`src/rtl/add_sub_pkg.sv`:
```
// Shared definitions for the serial add/subtract family: FSM state encoding,
// default operand width and a counter-sizing helper.
package add_sub_pkg;

    localparam int ADD_WIDTH = 8;

    typedef enum logic [1:0] {
        IDLE = 2'd0,
        RUN  = 2'd1,
        DONE = 2'd2
    } state_e;

    // Bits needed for a counter that must reach w-1 (at least one bit).
    function automatic int cnt_width(input int w);
        return (w > 1) ? $clog2(w) : 1;
    endfunction

endpackage

```
`src/rtl/full_adder.sv`:
```
// Single-bit combinational full adder; the only arithmetic cell of the serial adder.
module full_adder (
    input  logic a,
    input  logic b,
    input  logic c_in,
    output logic s,
    output logic c_out
);

    assign s     = a ^ b ^ c_in;
    assign c_out = (a & b) | (c_in & (a ^ b));

endmodule

```
`src/rtl/serial_add_8bit.sv`:
```
// Bit-serial adder: one full-adder bit per clock, LSB first, with registered
// sum, carry-out, signed overflow and a one-cycle done pulse.
module serial_add_8bit
    import add_sub_pkg::*;
#(
    parameter int WIDTH = ADD_WIDTH
) (
    input  logic             clk,
    input  logic             rst_n,
    input  logic             start,
    input  logic [WIDTH-1:0] a,
    input  logic [WIDTH-1:0] b,
    input  logic             c_in,
    output logic             busy,
    output logic             done,
    output logic [WIDTH-1:0] s,
    output logic             c_out,
    output logic             ovf
);

    localparam int            CW       = cnt_width(WIDTH);
    localparam logic [CW-1:0] CNT_LAST = CW'(WIDTH - 1);
    localparam logic [CW-1:0] CNT_ONE  = CW'(1);

    state_e           state_q;
    logic [WIDTH-1:0] op_a_q;
    logic [WIDTH-1:0] op_b_q;
    logic             carry_q;
    logic [CW-1:0]    cnt_q;
    logic [WIDTH-2:0] sh_q;
    logic [WIDTH-1:0] s_q;
    logic             c_out_q;
    logic             ovf_q;
    logic             busy_q;
    logic             done_q;

    logic             fa_sum;
    logic             fa_carry;
    logic [WIDTH-1:0] sum_d;

    full_adder u_fa (
        .a     (op_a_q[0]),
        .b     (op_b_q[0]),
        .c_in  (carry_q),
        .s     (fa_sum),
        .c_out (fa_carry)
    );

    // Only WIDTH-1 bits are buffered; the final bit goes straight into the result.
    assign sum_d = {fa_sum, sh_q};

    // Control FSM, operand/partial-sum shifting and result registers.
    always_ff @(posedge clk or negedge rst_n) begin
        if (!rst_n) begin
            state_q <= IDLE;
            op_a_q  <= '0;
            op_b_q  <= '0;
            carry_q <= 1'b0;
            cnt_q   <= '0;
            sh_q    <= '0;
            s_q     <= '0;
            c_out_q <= 1'b0;
            ovf_q   <= 1'b0;
            busy_q  <= 1'b0;
            done_q  <= 1'b0;
        end else begin
            done_q <= 1'b0;
            case (state_q)
                IDLE, DONE: begin
                    if (start) begin
                        op_a_q  <= a;
                        op_b_q  <= b;
                        carry_q <= c_in;
                        cnt_q   <= '0;
                        busy_q  <= 1'b1;
                        state_q <= RUN;
                    end else begin
                        busy_q  <= 1'b0;
                        state_q <= IDLE;
                    end
                end
                RUN: begin
                    op_a_q  <= {1'b0, op_a_q[WIDTH-1:1]};
                    op_b_q  <= {1'b0, op_b_q[WIDTH-1:1]};
                    carry_q <= fa_carry;
                    sh_q    <= {fa_sum, sh_q[WIDTH-2:1]};
                    cnt_q   <= cnt_q + CNT_ONE;
                    if (cnt_q == CNT_LAST) begin
                        // carry_q here is the carry into the MSB position.
                        s_q     <= sum_d;
                        c_out_q <= fa_carry;
                        ovf_q   <= carry_q ^ fa_carry;
                        done_q  <= 1'b1;
                        busy_q  <= 1'b0;
                        state_q <= DONE;
                    end else begin
                        busy_q  <= 1'b1;
                        state_q <= RUN;
                    end
                end
                default: begin
                    busy_q  <= 1'b0;
                    state_q <= IDLE;
                end
            endcase
        end
    end

    assign busy  = busy_q;
    assign done  = done_q;
    assign s     = s_q;
    assign c_out = c_out_q;
    assign ovf   = ovf_q;

endmodule
```
`config.mk`:
```
export PLATFORM = sky130hd
export DESIGN_NAME = serial_add_8bit
export DESIGN_NICKNAME = d
export VERILOG_FILES = /design/src/rtl/add_sub_pkg.sv /design/src/rtl/full_adder.sv /design/src/rtl/serial_add_8bit.sv
export SDC_FILE = /design/constraint.sdc
export NUM_CORES = 1
export LEC_CHECK = 0
export CORE_MARGIN = 1
export CORE_UTILIZATION = 52
export CTS_CLUSTER_DIAMETER = 200
export DETAILED_ROUTE_END_ITERATION = 10
export HOLD_SLACK_MARGIN = 0.02
export PLACE_DENSITY = 0.78
export SYNTH_ARGS = -nofsm -noshare
export SYNTH_HDL_FRONTEND = slang
export SYNTH_SLANG_ARGS = --single-unit
```
`constraint.sdc`:
```
create_clock -name clk -period 2 [get_ports clk]
set_input_delay 0.4 -clock clk [delete_from_list [all_inputs] [get_ports clk]]
set_output_delay 0.4 -clock clk [all_outputs]
set_load 0.01 [all_outputs]
```
======== Yosys cells after proc, flatten, opt, wreduce, memory -nomap -nowiden ========
Cells that the tools add are included.
storage, ports and cells
  bits in latches ......................... 0
  register bits ........................... 41
  bits in read-only memories .............. 0
  output and inout bits ................... 12
  memories kept ........................... 0
  word-level logic and storage cells ...... 43
  bits in writable memories ............... 0
  bits of input ports ..................... 20
cells by class
  bitwise logic cells ..................... 6
  muxes and demuxes ....................... 16
  add/sub/neg operators ................... 1
  div/mod/pow operators ................... 0
  reduce and logical (&&, ||, !) cells .... 5
  shift operators ......................... 0
  eq/ne operators ......................... 4
  $mul .................................... 0
  magnitude comparators ................... 0
operators by type and width
  operator                                                                number
  8-bit one-hot mux with 2 select lines                                   2
  8-bit 2-to-1 mux                                                        2
  1-bit 2-to-1 mux                                                        6
  3-bit one-hot mux with 2 select lines                                   1
  1-bit one-hot mux with 2 select lines                                   2
  2-bit one-hot mux with 2 select lines                                   1
  2-bit AND reduction                                                     2
  3-bit by 1-bit adder with 3-bit output (second input constant)          1
  3-bit equality test (second input constant)                             1
  3-bit 2-to-1 mux                                                        1
  1-bit XOR                                                               3
  1-bit bitwise AND                                                       2
  2-bit by 1-bit equality test with 1-bit output (second input constant)  1
  2-bit equality test (second input constant)                             1
  2-bit logical NOT                                                       1
  2-bit 2-to-1 mux                                                        1
  2-bit != test (second input constant)                                   1
  2-bit nonzero test                                                      1
  2-bit OR reduction                                                      1
  1-bit bitwise OR                                                        1

======== Depth between registers and ports, before layout ========
  depth after elaboration ................. 4
  mapped depth ............................ 5
  depth with buffers taken out ............ 4

======== Cells and area by module ========
From an unflattened synthesis, not the netlist that was laid out.
unflattened totals
  cells, all modules ...................... 150
  area, all modules ....................... 1873.0 um^2
by module, submodules not included
  module           cells an instance  seq. area each (um^2)  area each (um^2)  instances
  serial_add_8bit  149                975.9                  1853.0            1
  full_adder       1                  0.0                    20.0              1

======== Least setup slack after synthesis ========
OpenSTA, ideal clock, no wires.
  path type ............................... reg2reg
  start point ............................. register cnt_q[0]
  end point ............................... register c_out_q, in the netlist c_out
  clock period less this slack ............ 1457 ps
  slack ................................... 543 ps
  setup time .............................. 125 ps
  buffers on the path ..................... 1
  required time ........................... 1875 ps
  cell stages (with the launch flop) ...... 6
  arrival ................................. 1332 ps
  path through ............................ dfrtp_1 ha_1 ha_1 nand3b_4 buf_6 mux2_2
on the way
  cells in the longest elaborated chain, start to end .. 2
ends and longest elaborated chain
  what                           line                   source
  from (decl)                    serial_add_8bit.sv:29  logic [CW-1:0] cnt_q;
  from (signal assigned)         serial_add_8bit.sv:87  cnt_q <= cnt_q + CNT_ONE;
  3-bit equality test            serial_add_8bit.sv:88  if (cnt_q == CNT_LAST) begin
  2-bit AND reduction (no line)  n/a
  to (signal assigned)           serial_add_8bit.sv:91  c_out_q <= fa_carry;
  to (decl)                      serial_add_8bit.sv:32  logic c_out_q;
Every way passes these cells.
A chain may end at the register's enable or synchronous reset.

==> impl_metrics.ini <==
[finish]
regArea_um2 = 976
fin_util_pct = 68.4
drive_gt1_share_pct = 21.3
syn2layout_area_growth_pct = 22.8
instances_no_fill = 215
nFillCells = 260
multiInputGateArea_um2 = 838
num_antenna_cells = 0
fin_area_um2 = 2330
layout.nets = 191

[setup_path]
worstPathRequired_ns = 1.60
r2r_start = cnt_q[0]
cp_cell_sequence = clkdlybuf4s50_1
ff2ff_setup_slack_ns = 0.47
crit_buf_inv = 1
slowest_stage = clkdlybuf4s50_1
slowest_delay_ns = 0.56
crit_family = buffers and inverters
worstSetupPathType = reg2out
critPathLaunch = state_q[0]
arrival_ns = 1.35
worstSetupEndpointType = output pin
crit_fanout = 4
startpoint_type = register

[sta]
rsz0062_at_grt = no
setup_tns_ns = 0
setup_viol = 0
skew_ns = 0.00847
whs_ns = 0.0221
finalHoldViolCount = 0
slew_headroom_pct = 65.0
drv_slew = 0
layout_setup_ws_ns = 0.253
tightest_slew_ns = 0.524
fin_crit_ns = 1.75
fmax_mhz = 573
finalCritPeriodShare_pct = 87.3

[global_routing]
grtUsageTotal_pct = 18.8
grt_max_degree = 25
grt_pass1_wl_um = 5660
grt.overflow.total = 0
grt_antenna_before_repair = 0
grt_pass1_vias = 1275

[clock_network]
clk_latency_ns = 0.34
cts_tree = built
ctsResizeCount = 0
postCtsSetupBuffers = 0
cts_root_buf = clkbuf_4
holdBufCountCts = 0
cts_made_buffers = 5
clock-sinks = 39
cts.clk_slew.worst_paths_ns = 0.12
htree_num_levels = 2
clock_path_buffers = 2

[synthesis]
synthDistinctLibCells = 18
syn_nets = 155
avgSynthCellArea_um2 = 14.4
ys_warn_count = 0
yosysSeqAreaShare_pct = 51.3
synth_cells = 132
ys_ff_latch = 39
post_synth_instance_area_um2 = 1900

[routing]
drc_errors = 0
vias = 1148
routedWlPerCell_um = 14.9
drt-initial-drc-count = 18
firstDrtPassIters = 3
avgViaCountPerCell = 5.34
drt_wl_total_um = 3200
postRouteAntennaNets = 0

[placed_design]
port-buffer-count = 31
dpl.cell_count = 207
dp_hpwl_um = 2370
place_ws_ns = 0.335
dpl_cell_area_um2 = 2230
gp_congestion = 0.720

[power]
p_leak_nw = 1.11
power_density_nw_per_um2 = 1410
power_mw = 3.30
ir_drop_uv = 773

[worst_hold_path]
hold_path.class = in2async

[floorplan]
die_w_um = 62.5
pin_count = 32
dieArea_um2 = 3900
initial_utilization_pct = 55.7
core_area_um2 = 3420
die_h_um = 62.5
rows = 21

[status]
status = complete, no violations

[flow_run]
cap_violations = 0
[layout by cell type, fill, tap and decap left out, types with 3 or more instances in the layout]
cell type        synthesis  layout
a22o_1                   3       3
mux2i_1                 47      47
mux2_2                  20      20
buf_4                    2       7
clkbuf_4                 0       5
clkdlybuf4s50_1          0      30
dfrtp_1                 39      39
[worst reg2reg max path: cells and delay by family (launching register included)]
kind	cells	cell delay (ns)
fa+ha+maj	2	0.46
flops	1	0.43
mux	1	0.36
simple gates	1	0.18
[path summary, 6_finish.rpt]
path	to	cells past startpoint
max in group asynchronous	sh_q[5]	2
min in group clk	s[5]	1
worst max-delay path	busy	1
worst max register to register	ovf	4
worst min register to register	s[5]	1
worst min-delay path	cnt_q[1]	1
[layer usage]
layer / wire (um) / global-route usage, % / share of wire, % / up-vias
li1: - / - / - / 547
met1: 1450 / 22.4 / 45 / 575
met2: 1610 / 33.3 / 50 / 22
met3: 111 / 4.93 / 3.5 / 4
met4: 29 / 5.23 / 0.91 / 0
met5: 0 / 0 / 0 / -
[sequential cells by signal (all words and copies together) (netlist names)]
register	cells
cnt_q	3
ovf	1
op_a_q	8
s	8
op_b_q	8
c_out	1
done	1
carry_q	1
sh_q	7
state_q	1
[power breakdown]
part | total (mW) | internal, mW | leakage [nW] | switching, mW
logic | 1.29 | 0.779 | 0.568 | 0.510
clock network | 0.636 | 0.390 | 0.0525 | 0.246
registers | 1.37 | 1.13 | 0.490 | 0.238
total | 3.30 | 2.30 | 1.11 | 0.994
[area by class of cell]
cell class | instances | area share, %
flip-flops and latches | 39 | 41.8
multi-input cells | 83 | 35.9
repair buffers | 38 | 15.3
clock inverters | 2 | 2.57
well taps | 46 | 2.47
clock buffers | 6 | 1.77
inverters | 1 | 0.161
[cells in the mapped netlist]
| library cell | number | area, um^2 |
|---|---|---|
| a22o_1 | 3 | 26.3 |
| dfrtp_1 | 39 | 976 |
| mux2i_1 | 47 | 470 |
| o21ai_0 | 2 | 10.0 |
| buf_6 | 3 | 33.8 |
| fa_1 | 1 | 20.0 |
| buf_4 | 2 | 15.0 |
| buf_2 | 3 | 15.0 |
| ha_1 | 2 | 25.0 |
| xnor2_1 | 1 | 8.76 |
| nand2b_1 | 1 | 6.26 |
| nand3_1 | 2 | 10.0 |
| nand3b_4 | 1 | 20.0 |
| nor2_1 | 2 | 7.51 |
| mux2_2 | 20 | 225 |
| inv_1 | 1 | 3.75 |
| xor2_1 | 1 | 8.76 |
| buf_12 | 1 | 20.0 |
[kinds of logic (layout without fill, tap and decap cells)]
kind of cell	count (synthesis)	count (layout)	synth area share, %
mux	67	67	36.6
flops	39	39	51.3
buf+inv	10	47	4.60
simple gates	6	6	2.30
compound gates	5	5	1.91
fa+ha+maj	3	3	2.37
xor+xnor	2	2	0.921
Note: power is estimated with default switching activity, not from simulation.
